<file path="src/rtl/bru_pkg.sv">
// Shared definitions for the branch resolve unit: opcode modes, default field widths and
// the output queue entry layout.
package bru_pkg;

  localparam int unsigned BRU_ADDR_W = 16;
  localparam int unsigned BRU_ROB_W  = 5;
  localparam int unsigned BRU_ARCH_W = 8;
  localparam int unsigned BRU_PHYS_W = 10;

  localparam logic [1:0] BRU_MODE_COND     = 2'b00;
  localparam logic [1:0] BRU_MODE_UNCOND   = 2'b01;
  localparam logic [1:0] BRU_MODE_INDIRECT = 2'b10;
  localparam logic [1:0] BRU_MODE_ILLEGAL  = 2'b11;

  typedef struct packed {
    logic [BRU_ADDR_W-1:0] addr;
    logic                  taken;
    logic                  mispredict;
    logic                  illegal;
    logic [BRU_ROB_W-1:0]  rob_tag;
    logic [BRU_ARCH_W-1:0] arch;
    logic [BRU_PHYS_W-1:0] phys;
  } bru_entry_t;

endpackage

</file>
<file path="src/rtl/bru_fifo.sv">
// Generic synchronous FIFO with flush. Pointers carry one extra wrap bit so full and empty
// are told apart without a separate counter. DEPTH must be a power of two, >= 2.
module bru_fifo #(
  parameter int unsigned WIDTH = 8,
  parameter int unsigned DEPTH = 2
) (
  input  logic             clk,
  input  logic             rst_n,
  input  logic             flush,
  input  logic             push_valid,
  output logic             push_ready,
  input  logic [WIDTH-1:0] push_data,
  output logic             pop_valid,
  input  logic             pop_ready,
  output logic [WIDTH-1:0] pop_data
);

  localparam int unsigned AW = $clog2(DEPTH);
  localparam int unsigned PW = AW + 1;

  logic [PW-1:0]    wr_ptr_q, wr_ptr_d;
  logic [PW-1:0]    rd_ptr_q, rd_ptr_d;
  logic [WIDTH-1:0] mem_q [DEPTH];
  logic             full, empty, push_en, pop_en;

  assign full  = (wr_ptr_q[PW-1] != rd_ptr_q[PW-1]) && (wr_ptr_q[AW-1:0] == rd_ptr_q[AW-1:0]);
  assign empty = (wr_ptr_q == rd_ptr_q);

  // Ready depends only on registered state: a pop this cycle does not free a slot for a push.
  assign push_ready = ~full;
  assign pop_valid  = ~empty;
  assign push_en    = push_valid & ~full & ~flush;
  assign pop_en     = ~empty & pop_ready;
  assign pop_data   = mem_q[rd_ptr_q[AW-1:0]];

  // Next pointer values; flush overrides any push or pop.
  always_comb begin
    wr_ptr_d = wr_ptr_q;
    rd_ptr_d = rd_ptr_q;
    if (flush) begin
      wr_ptr_d = '0;
      rd_ptr_d = '0;
    end else begin
      if (push_en) wr_ptr_d = wr_ptr_q + PW'(1);
      if (pop_en)  rd_ptr_d = rd_ptr_q + PW'(1);
    end
  end

  // Pointer registers with synchronous reset.
  always_ff @(posedge clk) begin
    if (!rst_n) begin
      wr_ptr_q <= '0;
      rd_ptr_q <= '0;
    end else begin
      wr_ptr_q <= wr_ptr_d;
      rd_ptr_q <= rd_ptr_d;
    end
  end

  // Storage is not reset; stale contents are never visible because the reader gates on valid.
  always_ff @(posedge clk) begin
    if (push_en) mem_q[wr_ptr_q[AW-1:0]] <= push_data;
  end

endmodule

</file>
<file path="src/rtl/branch_resolve_unit.sv">
// Branch/jump resolution unit: computes the next PC, taken and mispredict flags at issue and
// queues the result toward ROB/redirect. Optional BRU_STATS_EN adds resolve/mispredict counters.
module branch_resolve_unit
  import bru_pkg::*;
#(
  parameter int unsigned ADDR_W = BRU_ADDR_W,
  parameter int unsigned OFF_W  = 8,
  parameter int unsigned IMM_W  = 4,
  parameter int unsigned FLAG_W = 8,
  parameter int unsigned ROB_W  = BRU_ROB_W,
  parameter int unsigned ARCH_W = BRU_ARCH_W,
  parameter int unsigned PHYS_W = BRU_PHYS_W,
  parameter int unsigned DEPTH  = 2
) (
  input  logic              clk,
  input  logic              rst_n,
  input  logic              flush,
  input  logic [3:0]        opcode,
  input  logic [ADDR_W-1:0] reg_base_val,
  input  logic [FLAG_W-1:0] flag_vals,
  input  logic [OFF_W-1:0]  offset,
  input  logic [IMM_W-1:0]  immediate,
  input  logic [ADDR_W-1:0] pred_addr,
  input  logic [ROB_W-1:0]  rob_tag,
  input  logic [ARCH_W-1:0] arch_dest_regs,
  input  logic [PHYS_W-1:0] phys_dest_regs,
  input  logic              instr_valid,
  output logic              instr_ready,
  output logic [ADDR_W-1:0] result_addr,
  output logic              result_taken,
  output logic              result_mispredict,
  output logic              result_illegal,
  output logic [ROB_W-1:0]  result_rob_tag,
  output logic [ARCH_W-1:0] arch_dest_regs_out,
  output logic [PHYS_W-1:0] phys_dest_regs_out,
  output logic              result_valid,
  input  logic              result_ready
`ifdef BRU_STATS_EN
  ,
  output logic [31:0]       stat_resolved,
  output logic [31:0]       stat_mispredict
`endif
);

  localparam int unsigned FIDX_W = $clog2(FLAG_W);
  localparam int unsigned EW     = $bits(bru_entry_t);

  // The queue entry layout is fixed by the package; reject mismatched overrides early.
  if (ADDR_W != BRU_ADDR_W || ROB_W != BRU_ROB_W || ARCH_W != BRU_ARCH_W ||
      PHYS_W != BRU_PHYS_W) begin : gen_width_check
    $error("branch_resolve_unit: widths must match bru_pkg entry layout");
  end

  bru_entry_t       entry_in, head;
  logic [EW-1:0]    head_raw;
  logic [ADDR_W-1:0] off_sext, imm_zext, base_inc;
  logic             flag_bit, pop;
  logic             unused_opcode;

  assign unused_opcode = ^opcode[3:2];
  assign off_sext = {{(ADDR_W-OFF_W){offset[OFF_W-1]}}, offset};
  assign imm_zext = {{(ADDR_W-IMM_W){1'b0}}, immediate};
  assign base_inc = reg_base_val + ADDR_W'(1);
  assign flag_bit = flag_vals[immediate[FIDX_W-1:0]];

  // Resolve target and flags for the incoming branch; mispredict is fixed at push time.
  always_comb begin
    entry_in         = '0;
    entry_in.rob_tag = rob_tag;
    entry_in.arch    = arch_dest_regs;
    entry_in.phys    = phys_dest_regs;
    unique case (opcode[1:0])
      BRU_MODE_COND: begin
        // Top immediate bit is polarity: 0 branches on flag set, 1 on flag clear.
        entry_in.taken = (flag_bit == ~immediate[IMM_W-1]);
        entry_in.addr  = entry_in.taken ? reg_base_val + off_sext : base_inc;
      end
      BRU_MODE_UNCOND: begin
        entry_in.taken = 1'b1;
        entry_in.addr  = reg_base_val + imm_zext;
      end
      BRU_MODE_INDIRECT: begin
        entry_in.taken = 1'b1;
        entry_in.addr  = reg_base_val;
      end
      default: begin
        entry_in.taken   = 1'b0;
        entry_in.addr    = base_inc;
        entry_in.illegal = 1'b1;
      end
    endcase
    entry_in.mispredict = (entry_in.addr != pred_addr);
  end

  bru_fifo #(
    .WIDTH (EW),
    .DEPTH (DEPTH)
  ) u_fifo (
    .clk        (clk),
    .rst_n      (rst_n),
    .flush      (flush),
    .push_valid (instr_valid),
    .push_ready (instr_ready),
    .push_data  (entry_in),
    .pop_valid  (result_valid),
    .pop_ready  (result_ready),
    .pop_data   (head_raw)
  );

  assign head = bru_entry_t'(head_raw);
  assign pop  = result_valid & result_ready;

  // Zero-gate every data output while the queue head is empty.
  always_comb begin
    result_addr        = '0;
    result_taken       = 1'b0;
    result_mispredict  = 1'b0;
    result_illegal     = 1'b0;
    result_rob_tag     = '0;
    arch_dest_regs_out = '0;
    phys_dest_regs_out = '0;
    if (result_valid) begin
      result_addr        = head.addr;
      result_taken       = head.taken;
      result_mispredict  = head.mispredict;
      result_illegal     = head.illegal;
      result_rob_tag     = head.rob_tag;
      arch_dest_regs_out = head.arch;
      phys_dest_regs_out = head.phys;
    end
  end

`ifdef BRU_STATS_EN
  logic [31:0] stat_resolved_q, stat_mispredict_q;

  // Saturating pop counters; flush leaves them alone, only reset clears them.
  always_ff @(posedge clk) begin
    if (!rst_n) begin
      stat_resolved_q   <= '0;
      stat_mispredict_q <= '0;
    end else if (pop) begin
      if (stat_resolved_q != '1) stat_resolved_q <= stat_resolved_q + 32'd1;
      if (head.mispredict && stat_mispredict_q != '1) begin
        stat_mispredict_q <= stat_mispredict_q + 32'd1;
      end
    end
  end

  assign stat_resolved   = stat_resolved_q;
  assign stat_mispredict = stat_mispredict_q;
`else
  logic unused_pop;
  assign unused_pop = pop;
`endif

endmodule
</file>
<file path="config.mk">
export PLATFORM = sky130hd
export DESIGN_NAME = branch_resolve_unit
export DESIGN_NICKNAME = d
export VERILOG_FILES = /design/src/rtl/bru_pkg.sv /design/src/rtl/bru_fifo.sv /design/src/rtl/branch_resolve_unit.sv
export SDC_FILE = /design/constraint.sdc
export NUM_CORES = 1
export LEC_CHECK = 0
export BUFFER_PORTS_ARGS = -buffer_cell sky130_fd_sc_hd__buf_2
export CORE_MARGIN = 4
export CORE_UTILIZATION = 35
export DETAILED_ROUTE_END_ITERATION = 8
export PLACE_DENSITY = 0.62
export SLEW_MARGIN = 20
export SYNTH_ARGS = -nofsm -noshare
export SYNTH_HDL_FRONTEND = slang
export SYNTH_HIERARCHICAL = 1
export SYNTH_SLANG_ARGS = --single-unit
</file>
<file path="constraint.sdc">
create_clock -name clk -period 9.3 [get_ports clk]
set_input_delay 0.93 -clock clk [delete_from_list [all_inputs] [get_ports clk]]
set_output_delay 0.93 -clock clk [all_outputs]
set_load 0.05 [all_outputs]
</file>
==> summary.txt <==
Status
  • Outcome: completed

STA
  • Unrepaired setup endpoints after global routing: no
  • Setup TNS Final: 0 ns
  • Clock skew: 0.0117 ns
  • Worst Hold Slack: 0.569 ns
  • Hold Vio Cnt, Final: 0
  • Minimum clock period: 4.06 ns
  • Final worst setup slack: 5.24 ns
  • F_max: 247 MHz
  • Headroom to the max-slew limit: 30.6%
  • Slew @ Worst Pin: 1.04 ns
  • Final period utilization: 43.6%
  • Setup Viol. Count Final: 0
  • Fin. max-slew vios: 0

Yosys
  • EDFF count, synth: 84
  • Post-synth top area share: 41.8%
  • Mapped Avg Cell Area: 10.6 um2
  • Seq/Total Area, Yosys: 43.4%
  • Synth unique cells: 69
  • Most instantiated cells after synthesis: edfxtp_1, mux2_2, and2_1
  • Yosys warning count: 6
  • Cell Area, Synth: 0.00604 mm2
  • Synth area leader: edfxtp_1
  • Synth Flop Type: edfxtp_1
  • #FFs+latches synth: 89
  • Net Count, Synth: 680
  • Cells after Synth: 570
  • Count leader, synth: edfxtp_1
  • Ranking of synthesized cells by area: edfxtp_1, mux2_2, ha_1, and2_1, xnor2_1
  • Ys async rst share: 0%

Worst hold path
  • Class of the worst hold path: reg2reg
  • Min-delay src: u_fifo/wr_ptr_q[1]
  • Min-Delay Path Depth: 2
  • Hold EP: u_fifo/wr_ptr_q[1]

Clock tree
  • Clk sink count: 89
  • CTS Root Cell: clkbuf_16
  • Clock buffer depth: 2
  • Post-CTS Setup Repair Bufs: 0
  • Hold buffer count at cts: 0
  • Clk Latency, worst-skew pair: 0.33 ns
  • Worst-path clk slew: 0.06 ns
  • H-tree levels: 3
  • TritonCTS buffer count: 9
  • CTS tree: built
  • Cts repair resizes: 0

Detailed routing
  • DR vias: 4943
  • Detailed Route WL: 16400 um
  • Post-DRT Antenna Nets: 0
  • WL per Instance: 18.1 um
  • DRC: 0
  • DRT Pass-1 Iters: 6
  • DRT iter0 DRCs: 325
  • DR vias/cell: 5.44

Worst setup path
  • R2R Path End: u_fifo/mem_q[0][37]
  • Worst endpoint required time: 9.36 ns
  • Critical Path AT: 4.11 ns
  • R2R depth: 4
  • CP max FO: 8
  • Reg-to-reg startpoint: u_fifo/rd_ptr_q[1]
  • Startpoint Class: input pin
  • Reg2Reg Setup Slack: 7.36 ns
  • Worst setup EP type: register
  • Setup CP Type: in2reg

Floorplan
  • Die ar.: 0.0194 mm2
  • Initial Utilization: 36.0%
  • Core area: 0.0168 mm2
  • DIE WIDTH: 139 um
  • Rows: 47
  • Die Height: 139 um
  • I/O pin count: 128

Global route
  • Vias in the first global route: 5039
  • Largest net degree at the start of global routing: 44
  • All-layer global routing usage: 16.7%
  • Antenna violations before repair: 0
  • GR Overflow Total: 0
  • Global-route wire length before repair: 26300 um

Placed design
  • GP Congestion: 0.914
  • DP Cell Count: 893
  • Worst Setup Slack post-DPL: 4.94 ns
  • # port buffers: 125
  • Post-DP HPWL: 12400 um

Cells and area
  • Inserted Diodes: 0
  • Area grow syn2layout: 18.6%
  • Nets: 794
  • Share of cells above drive strength 1: 29.2%
  • Final cell count without fillers: 909

Pwr
  • Cell area power density: 148 mW/mm2
  • Peak supply drop: 97.4 uV
  • Leakage: 2.82 nW
  • Power consumption: 0.00106 W

Run
  • Max Cap Viol: 0
logic make-up (layout without fill, tap and decap cells):
kind of cell	count (synthesis)	count (layout)	share of synthesized area, %
AO/OA/AOI/OAI	117	117	13.2
XOR/XNOR	42	42	6.09
adder cells (fa/ha/maj)	26	26	5.64
buffers and inverters	43	162	2.90
flip-flops	89	89	43.4
multiplexers	57	57	11.1
AND/OR/NAND/NOR	196	196	17.6
worst max-delay path: stages:
cell and delay, ns:
buf_2 0.16, ha_1 0.25, inv_1 0.08, fa_1 0.20
nor2b_1 0.07, o31ai_1 0.50, a211oi_1 0.21, nor4b_1 0.61
o21bai_1 0.19, mux2i_1 0.15, a211o_1 0.35, xnor2_1 0.25
nand4_1 0.15
stage by stage:
stage / util [%] / instance area (um2)
4_1_cts: 42.7 / 7160
3_5_place_dp: 41.0 / 6880
6_report: 42.7 / 7160
5_1_grt: 42.7 / 7160
2_1_floorplan: - / 6040
3_3_place_gp: 41.0 / 6870
worst max-delay path by stage:
stage	start	end	slack, ns	depth (start not counted)
floorplan	flush	u_fifo/mem_q[0][0]	3.47	1
global placement	reg_base_val[0]	u_fifo/mem_q[0][24]	5.01	13
detailed placement	reg_base_val[0]	u_fifo/mem_q[1][24]	4.94	13
CTS	reg_base_val[0]	u_fifo/mem_q[1][24]	5.26	13
global route	reg_base_val[0]	u_fifo/mem_q[1][24]	5.02	13
finish	reg_base_val[0]	u_fifo/mem_q[0][24]	5.24	13
metal layers:
metal	up-vias	global-route usage [%]	routed length, um
met3	34	3.05	1150
met5	-	0	0
met2	206	27.9	7710
met1	2329	22.3	7200
li1	2374	-	-
met4	0	4.84	362
final cells by class:
class                           count  area [um2]
Sequential cell                    89        2620
Timing Repair Buffer              128         648
Tap cell                          220         275
Clock inverter                      6        58.8
Clock buffer                       10         229
Inverter                           18        67.6
Fill cell                        1615        9600
Multi-Input combinational cell    438        3260
cell usage in the layout, fill, tap and decap left out, types with 8 or more instances in the layout:
cell type	synthesis	layout
buf_2	5	125
edfxtp_1	84	84
mux2_2	45	45
and2_1	43	43
nand2_1	37	36
nor2_1	29	29
a21oi_1	29	28
ha_1	24	24
xnor2_1	23	23
nand3_1	20	20
xor2_1	19	19
inv_1	16	16
o21ai_0	13	13
nor3_1	12	12
nand2b_1	9	9
nand4_1	9	9
clkbuf_16	0	9
a31oi_1	8	8
power breakdown:
| group | switching [W] | internal, W | leakage (nW) | total, W |
|---|---|---|---|---|
| sequential | 0.00000448 | 0.000458 | 0.818 | 0.000462 |
| combinational | 0.000162 | 0.0000927 | 1.86 | 0.000255 |
| clock | 0.000137 | 0.000206 | 0.138 | 0.000343 |
| total | 0.000303 | 0.000756 | 2.82 | 0.00106 |
flip-flops by register name, summed over array words and instances (netlist names), named ones only:
signal	cells
u_fifo/rd_ptr_q	2
u_fifo/mem_q	84
u_fifo/wr_ptr_q	2
(Power assumes the default switching activity.)
